--- src/rtl/regfile_pipe_if.sv ---
// Decode/writeback-facing bus of regfile_pipe: two registered read ports, one
// write port, a destination-reservation port and the two hazard flags.
interface regfile_pipe_if #(
  parameter int XLEN  = 32,
  parameter int NREGS = 32
);
  localparam int AW = $clog2(NREGS);

  logic            rd_en;
  logic [AW-1:0]   a1;
  logic [AW-1:0]   a2;
  logic [XLEN-1:0] rd1;
  logic [XLEN-1:0] rd2;
  logic            rd_valid;
  logic            we3;
  logic [AW-1:0]   a3;
  logic [XLEN-1:0] wd3;
  logic            rsv_en;
  logic [AW-1:0]   rsv_addr;
  logic            busy1;
  logic            busy2;

  modport master (
    output rd_en, a1, a2, we3, a3, wd3, rsv_en, rsv_addr,
    input  rd1, rd2, rd_valid, busy1, busy2
  );

  modport slave (
    input  rd_en, a1, a2, we3, a3, wd3, rsv_en, rsv_addr,
    output rd1, rd2, rd_valid, busy1, busy2
  );
endinterface

--- src/rtl/regfile_pipe.sv ---
// Pipelined register file: two 1-cycle read ports, one write port, busy scoreboard.
// Define REGFILE_BYPASS_EN for write-first reads and same-cycle busy clearing.
module regfile_pipe #(
  parameter int  XLEN     = 32,
  parameter int  NREGS    = 32,
  parameter int  ZERO_REG = 1,
  localparam int AW       = $clog2(NREGS)
) (
  input logic           clk,
  input logic           rst_n,
  regfile_pipe_if.slave bus
);

  logic [XLEN-1:0]  regs_q [NREGS];
  logic [XLEN-1:0]  regs_d [NREGS];
  logic [NREGS-1:0] busy_q;
  logic [NREGS-1:0] busy_d;
  logic [XLEN-1:0]  rd1_q;
  logic [XLEN-1:0]  rd1_d;
  logic [XLEN-1:0]  rd2_q;
  logic [XLEN-1:0]  rd2_d;
  logic             rd_valid_q;
  logic             rd_valid_d;
  logic [XLEN-1:0]  val1;
  logic [XLEN-1:0]  val2;
  logic             zero_en;

  assign zero_en = (ZERO_REG != 0);

  // Zero-register override is applied last so it also beats the bypass path.
  always_comb begin
    val1 = regs_q[bus.a1];
    val2 = regs_q[bus.a2];
`ifdef REGFILE_BYPASS_EN
    if (bus.we3 && (bus.a3 == bus.a1)) val1 = bus.wd3;
    if (bus.we3 && (bus.a3 == bus.a2)) val2 = bus.wd3;
`endif
    if (zero_en && (bus.a1 == '0)) val1 = '0;
    if (zero_en && (bus.a2 == '0)) val2 = '0;
  end

  always_comb begin
    regs_d = regs_q;
    if (bus.we3 && !(zero_en && (bus.a3 == '0))) regs_d[bus.a3] = bus.wd3;
  end

  always_comb begin
    rd1_d      = rd1_q;
    rd2_d      = rd2_q;
    rd_valid_d = bus.rd_en;
    if (bus.rd_en) begin
      rd1_d = val1;
      rd2_d = val2;
    end
  end

  // A reservation on the same edge as the write wins: a new producer is in flight.
  always_comb begin
    busy_d = busy_q;
    if (bus.we3) busy_d[bus.a3] = 1'b0;
    if (bus.rsv_en) busy_d[bus.rsv_addr] = 1'b1;
    if (zero_en) busy_d[0] = 1'b0;
  end

  always_comb begin
    bus.busy1 = busy_q[bus.a1];
    bus.busy2 = busy_q[bus.a2];
`ifdef REGFILE_BYPASS_EN
    if (bus.we3 && (bus.a3 == bus.a1)) bus.busy1 = 1'b0;
    if (bus.we3 && (bus.a3 == bus.a2)) bus.busy2 = 1'b0;
`endif
  end

  always_ff @(posedge clk or negedge rst_n) begin
    if (!rst_n) begin
      for (int i = 0; i < NREGS; i++) regs_q[i] <= '0;
      busy_q     <= '0;
      rd1_q      <= '0;
      rd2_q      <= '0;
      rd_valid_q <= 1'b0;
    end else begin
      regs_q     <= regs_d;
      busy_q     <= busy_d;
      rd1_q      <= rd1_d;
      rd2_q      <= rd2_d;
      rd_valid_q <= rd_valid_d;
    end
  end

  assign bus.rd1      = rd1_q;
  assign bus.rd2      = rd2_q;
  assign bus.rd_valid = rd_valid_q;

endmodule

--- src/flat_wrapper.sv ---
// flat-port wrapper written by rule: the top's interface ports become plain ports
module regfile_pipe_flat 
#(
  parameter int  XLEN     = 32,
  parameter int  NREGS    = 32,
  parameter int  ZERO_REG = 1,
  localparam int AW       = $clog2(NREGS)
)
  (clk, rst_n, bus_rd_en, bus_a1, bus_a2, bus_we3, bus_a3, bus_wd3, bus_rsv_en, bus_rsv_addr, bus_rd1, bus_rd2, bus_rd_valid, bus_busy1, bus_busy2);
  regfile_pipe_if #(.XLEN(XLEN), .NREGS(NREGS)) bus_i ();
  input logic clk;
  input logic rst_n;
  input wire logic [$bits(bus_i.rd_en)-1:0] bus_rd_en;
  input wire logic [$bits(bus_i.a1)-1:0] bus_a1;
  input wire logic [$bits(bus_i.a2)-1:0] bus_a2;
  input wire logic [$bits(bus_i.we3)-1:0] bus_we3;
  input wire logic [$bits(bus_i.a3)-1:0] bus_a3;
  input wire logic [$bits(bus_i.wd3)-1:0] bus_wd3;
  input wire logic [$bits(bus_i.rsv_en)-1:0] bus_rsv_en;
  input wire logic [$bits(bus_i.rsv_addr)-1:0] bus_rsv_addr;
  output wire logic [$bits(bus_i.rd1)-1:0] bus_rd1;
  output wire logic [$bits(bus_i.rd2)-1:0] bus_rd2;
  output wire logic [$bits(bus_i.rd_valid)-1:0] bus_rd_valid;
  output wire logic [$bits(bus_i.busy1)-1:0] bus_busy1;
  output wire logic [$bits(bus_i.busy2)-1:0] bus_busy2;
  assign bus_i.rd_en = bus_rd_en;
  assign bus_i.a1 = bus_a1;
  assign bus_i.a2 = bus_a2;
  assign bus_i.we3 = bus_we3;
  assign bus_i.a3 = bus_a3;
  assign bus_i.wd3 = bus_wd3;
  assign bus_i.rsv_en = bus_rsv_en;
  assign bus_i.rsv_addr = bus_rsv_addr;
  assign bus_rd1 = bus_i.rd1;
  assign bus_rd2 = bus_i.rd2;
  assign bus_rd_valid = bus_i.rd_valid;
  assign bus_busy1 = bus_i.busy1;
  assign bus_busy2 = bus_i.busy2;
  regfile_pipe #(.XLEN(XLEN), .NREGS(NREGS), .ZERO_REG(ZERO_REG)) u_core (.clk(clk), .rst_n(rst_n), .bus(bus_i));
endmodule
--- config.mk ---
export PLATFORM = sky130hd
export DESIGN_NAME = regfile_pipe_flat
export DESIGN_NICKNAME = d
export VERILOG_FILES = /design/src/rtl/regfile_pipe_if.sv /design/src/rtl/regfile_pipe.sv /design/src/flat_wrapper.sv
export SDC_FILE = /design/constraint.sdc
export NUM_CORES = 2
export LEC_CHECK = 0
export ABC_AREA = 0
export BUFFER_PORTS_ARGS = -buffer_cell sky130_fd_sc_hd__buf_2
export CAP_MARGIN = 20
export CORE_MARGIN = 10
export CORE_UTILIZATION = 65
export DETAILED_ROUTE_END_ITERATION = 6
export MAX_ROUTING_LAYER = met4
export PLACE_DENSITY = 0.87
export SYNTH_ARGS = -nofsm -noshare
export SYNTH_HDL_FRONTEND = slang
export SYNTH_SLANG_ARGS = --single-unit
--- constraint.sdc ---
create_clock -name clk -period 5.66 [get_ports clk]
set_clock_uncertainty 0.05 [all_clocks]
set_input_delay 0.566 -clock clk [delete_from_list [all_inputs] [get_ports clk]]
set_output_delay 0.566 -clock clk [all_outputs]
set_load 0.05 [all_outputs]
Yosys cells after proc, flatten, opt, wreduce, memory -nomap -nowiden
Cells that the tools add are included.

$lt $le $gt $ge: 10. Muxes and demuxes: 21. Bitwise gates (word level): 6. Reduce and logical (&&, ||, !) cells: 8.

Operator list (number): $bwmux 1024 (1); $bmux 32 s5 (2); $mux 32 (9); $demux 32 s5 (1); $and 32x32->32 (1); $not 32->32 (1); $or 32x32->32 (1); $lt 5x6->1 const B (4); $ge 6x6->1 const B (3); $not 5->6 (3); $logic_not 5->1 (3); $bmux 1 s5 (2); $demux 1 s5 (2); $ge 5x1->1 const B (2); $lt 6x1->1 const B (1); $logic_and 1x1->1 (4); $mux 1 (4); $logic_not 1->1 (1).

Flip-flop bits (word level): 1120. Bits of input ports: 57. Output and inout port bits: 67. Logic and storage cells: 81.

Longest topological paths before layout
Word-level depth: 9. Depth in mapped cells: 10. Gate-level depth less buffers: 5.

Worst setup path after synthesis
Ideal clock, no wire load.

Kind: input-to-output. Start: in bus_a1[0]. End: out bus_busy1. Arrival time: 2228 ps. Data required time: 5044 ps. Setup slack: 2816 ps. Stages on the path: 5. Buffers on the path: 2. Cells stage by stage: buf_2 -> buf_4 -> mux4_2 -> mux4_2 -> mux2_2.

Word-level cells in the longest chain between the ends: 2.

RTL lines: start: declaration (line flat_wrapper.sv:14) `input wire logic [$bits(bus_i.a1)-1:0] bus_a1;`; $bmux 1 s5 (line regfile_pipe.sv:66) `bus.busy1 = busy_q[bus.a1];`; $mux 1 (implied by the code) (line regfile_pipe.sv:66); end: declaration (line flat_wrapper.sv:24) `output wire logic [$bits(bus_i.busy1)-1:0] bus_busy1;`.

Every way passes these cells. The select of a mux whose other input is x is not followed.

Final worst setup path
Ends and elaborated chain as after synthesis.

==> impl_metrics.yaml <==
flow_run:
  maxCapViolCount: 0
timing:
  whs_ps: 242
  tns_ps: 0
  setup_violations: 0
  fmax_mhz: 278
  slew_viol_final: 0
  finalCriticalPeriod_ps: 3600
  worstMarginPinSlew_ps: 1280
  slew_headroom_pct: 14.6
  rsz0062_at_grt: "false"
  fin_crit_sh_pct: 63.6
  finalHoldViolations: 0
drt:
  drtPass1Iterations: 5
  vias_per_cell: 7.55
  routed-via-count: 38700
  drc: 0
  routedWlPerCell_um: 32.6
  drtAntennaViolNets: 0
  drtIter0Drc: 5249
  wirelength_um: 167000
clocking:
  clk_pin_slew_ps: 60
  cts_resized: 0
  post-cts-setup-buffer-count: 0
  clk_latency_ps: 710
  cts-buffers-inserted: 115
  numClockSinks: 1120
  cts_hold_buf: 1
  h-tree-depth: 3
  cts_max_path_buffers: 3
  root_buffer: "clkbuf_16"
  cts_tree: "done"
layout:
  area_growth_syn_to_layout_pct: 9.07
  layout_commonest_cell: "dfrtp_1"
  final_cell_mix: "1,120 x dfrtp_1, 1,000 x mux2_2, 434 x mux4_2"
  final_cells: 5126
  drive_gt1_share_pct: 47.8
  final_core_util_pct: 71.5
  fin_nets: 3917
power:
  p_clk_share_pct: 33.7
  power.total_uw: 23100
  power.leakage_uw: 0.0277
  power_frac_seq_pct: 46.3
  irDropWorstVdd_mv: 0.363
  p_comb_share_pct: 20.0
  switching_share_pct: 28.1
  internal_power_uw: 16600
  pwr_density_cell_nw_per_um2: 366
  p_sw_uw: 6500
global_route:
  met1_usage_pct: 41.5
  use_met2_pct: 50.2
  grt_most_used_layer: "met2"
  grt_pass1_wl_um: 253000
  track_usage_pct: 33.5
  antenna_found_initial: 6
  grt_pass1_vias: 39900
  overflow: 0
  grt_use_met3_pct: 8.15
  grt_max_degree: 190
synth:
  synth_top_area_share_pct: 48.4
  synth-seq-area-share_pct: 48.4
  synth-edff-count: 0
  yosysTopAreaCell: "dfrtp_1"
  synth_cell_type_count: 43
  ys_ff_latch: 1120
  yosys_warnings: 0
  synthCells: 3976
  ys.flop_type: "dfrtp_1"
  syn_nets: 4033
  avgSynthCellArea_um2: 14.6
  syn_area_um2: 58000
  async_reset_ff_share_pct: 100
  synthTopCellsByArea: "dfrtp_1 48%, mux2_2 19%, mux4_2 17%, mux2i_1 3.9%, clkbuf_1 1.7%"
die:
  num_io_pins: 124
  die_x_um: 319
  die_h_um: 319
  start_util_pct: 65.6
  core_area_um2: 88400
  die_area_um2: 102000
  fp-row-count: 109
setup_path:
  critical_path.startpoint_type: "input port"
  arrival_ps: 2980
  crit_type: "input port to primary output"
  cp-end-kind: "primary output"
  r2r_cells: 5
  worst-path-max-fanout: 83
  worstPathRequired_ps: 5040
run_status:
  status: "finished, final reports clean"
min_path:
  hp-class: "input port to flip-flop"
  worstHoldPathCells: 3
placed_design:
  port_buffers: 123
  place_congestion: 0.855
  dp_cells: 4903
  place_hpwl_um: 94000
per-layer routing:
layer / wire length, um / share of wire, % / up-vias
met1: 61000 / 36 / 20300
met4: 10100 / 6.0 / 0
met3: 17500 / 10 / 656
met5: 0 / 0 / -
met2: 78700 / 47 / 2581
li1: - / - / 15100
state kept, by name, summed over array words and instances (netlist names):
signal / flops
u_core.busy_q: 31
u_core.bus.rd_valid: 1
u_core.regs_q: 1024
u_core.bus.rd2: 32
u_core.bus.rd1: 32
worst paths after layout:
path,end,from,slack [ps]
max,bus_busy1,bus_a1[0],2060
min,u_core.busy_q[30],bus_rsv_addr[0],240
min in group asynchronous,u_core.regs_q[954],rst_n,440
max in group asynchronous,u_core.regs_q[646],rst_n,3560
max reg2reg,u_core.bus.rd1[30],u_core.regs_q[958],3720
min reg2reg,u_core.regs_q[1009],u_core.regs_q[1009],340
synthesized netlist by cell type, types with 3 or more instances:
cell,number
a22oi_1,89
buf_4,27
a2111oi_0,3
o221ai_1,60
clkbuf_1,259
nand2_1,149
inv_1,6
dfrtp_1,1120
nor2_1,24
o22ai_1,35
buf_2,90
a2bb2oi_1,31
nand3_1,6
nand3b_1,11
buf_6,3
nor2b_1,36
nor3b_1,8
o21ai_0,36
a211oi_1,96
buf_1,63
a21oi_1,91
mux4_2,434
mux2i_1,227
or3b_2,3
mux2_2,1000
a22o_1,45
cells by family (layout without fill, tap and decap cells):
logic type	count (synthesis)	count (layout)	synth area share, %
compound gates	492	492	6.08
buf+inv	449	428	3.32
flops	1120	1120	48.4
mux	1661	1661	40.2
other cells	0	6	0
simple gates	254	254	2.04
power groups by stage:
stage | Clock, uW | Sequential (uW) | Combinational (uW)
detailed placement | 0 | 10700 | 4540
CTS | 7810 | 10600 | 4590
global placement | 0 | 10600 | 4370
floorplan | 0 | 10600 | 3380
finish | 7800 | 10700 | 4610
global route | 8160 | 10800 | 4910
critical path, cell delays in order:
cell and delay [ps]:
buf_8 660, mux4_2 620, mux4_2 490, mux2_2 290, buf_2 220
layout make-up:
cell class / instances / area (um2)
diodes: 6 / 15.0
inverters: 7 / 26.3
clock inverters: 42 / 432
multi-input cells: 2407 / 28300
flip-flops and latches: 1120 / 28000
fillers: 5359 / 25200
repair buffers: 209 / 1540
clock buffers: 170 / 3480
well taps: 1165 / 1460
metrics by stage:
stage	setup WS (ps)	instance area [um2]
floorplan	2820	58000
global placement	2040	59200
finish	2060	63200
detailed placement	1950	59200
global route	1970	63200
CTS	2060	63100
(Power assumes the default switching activity.)
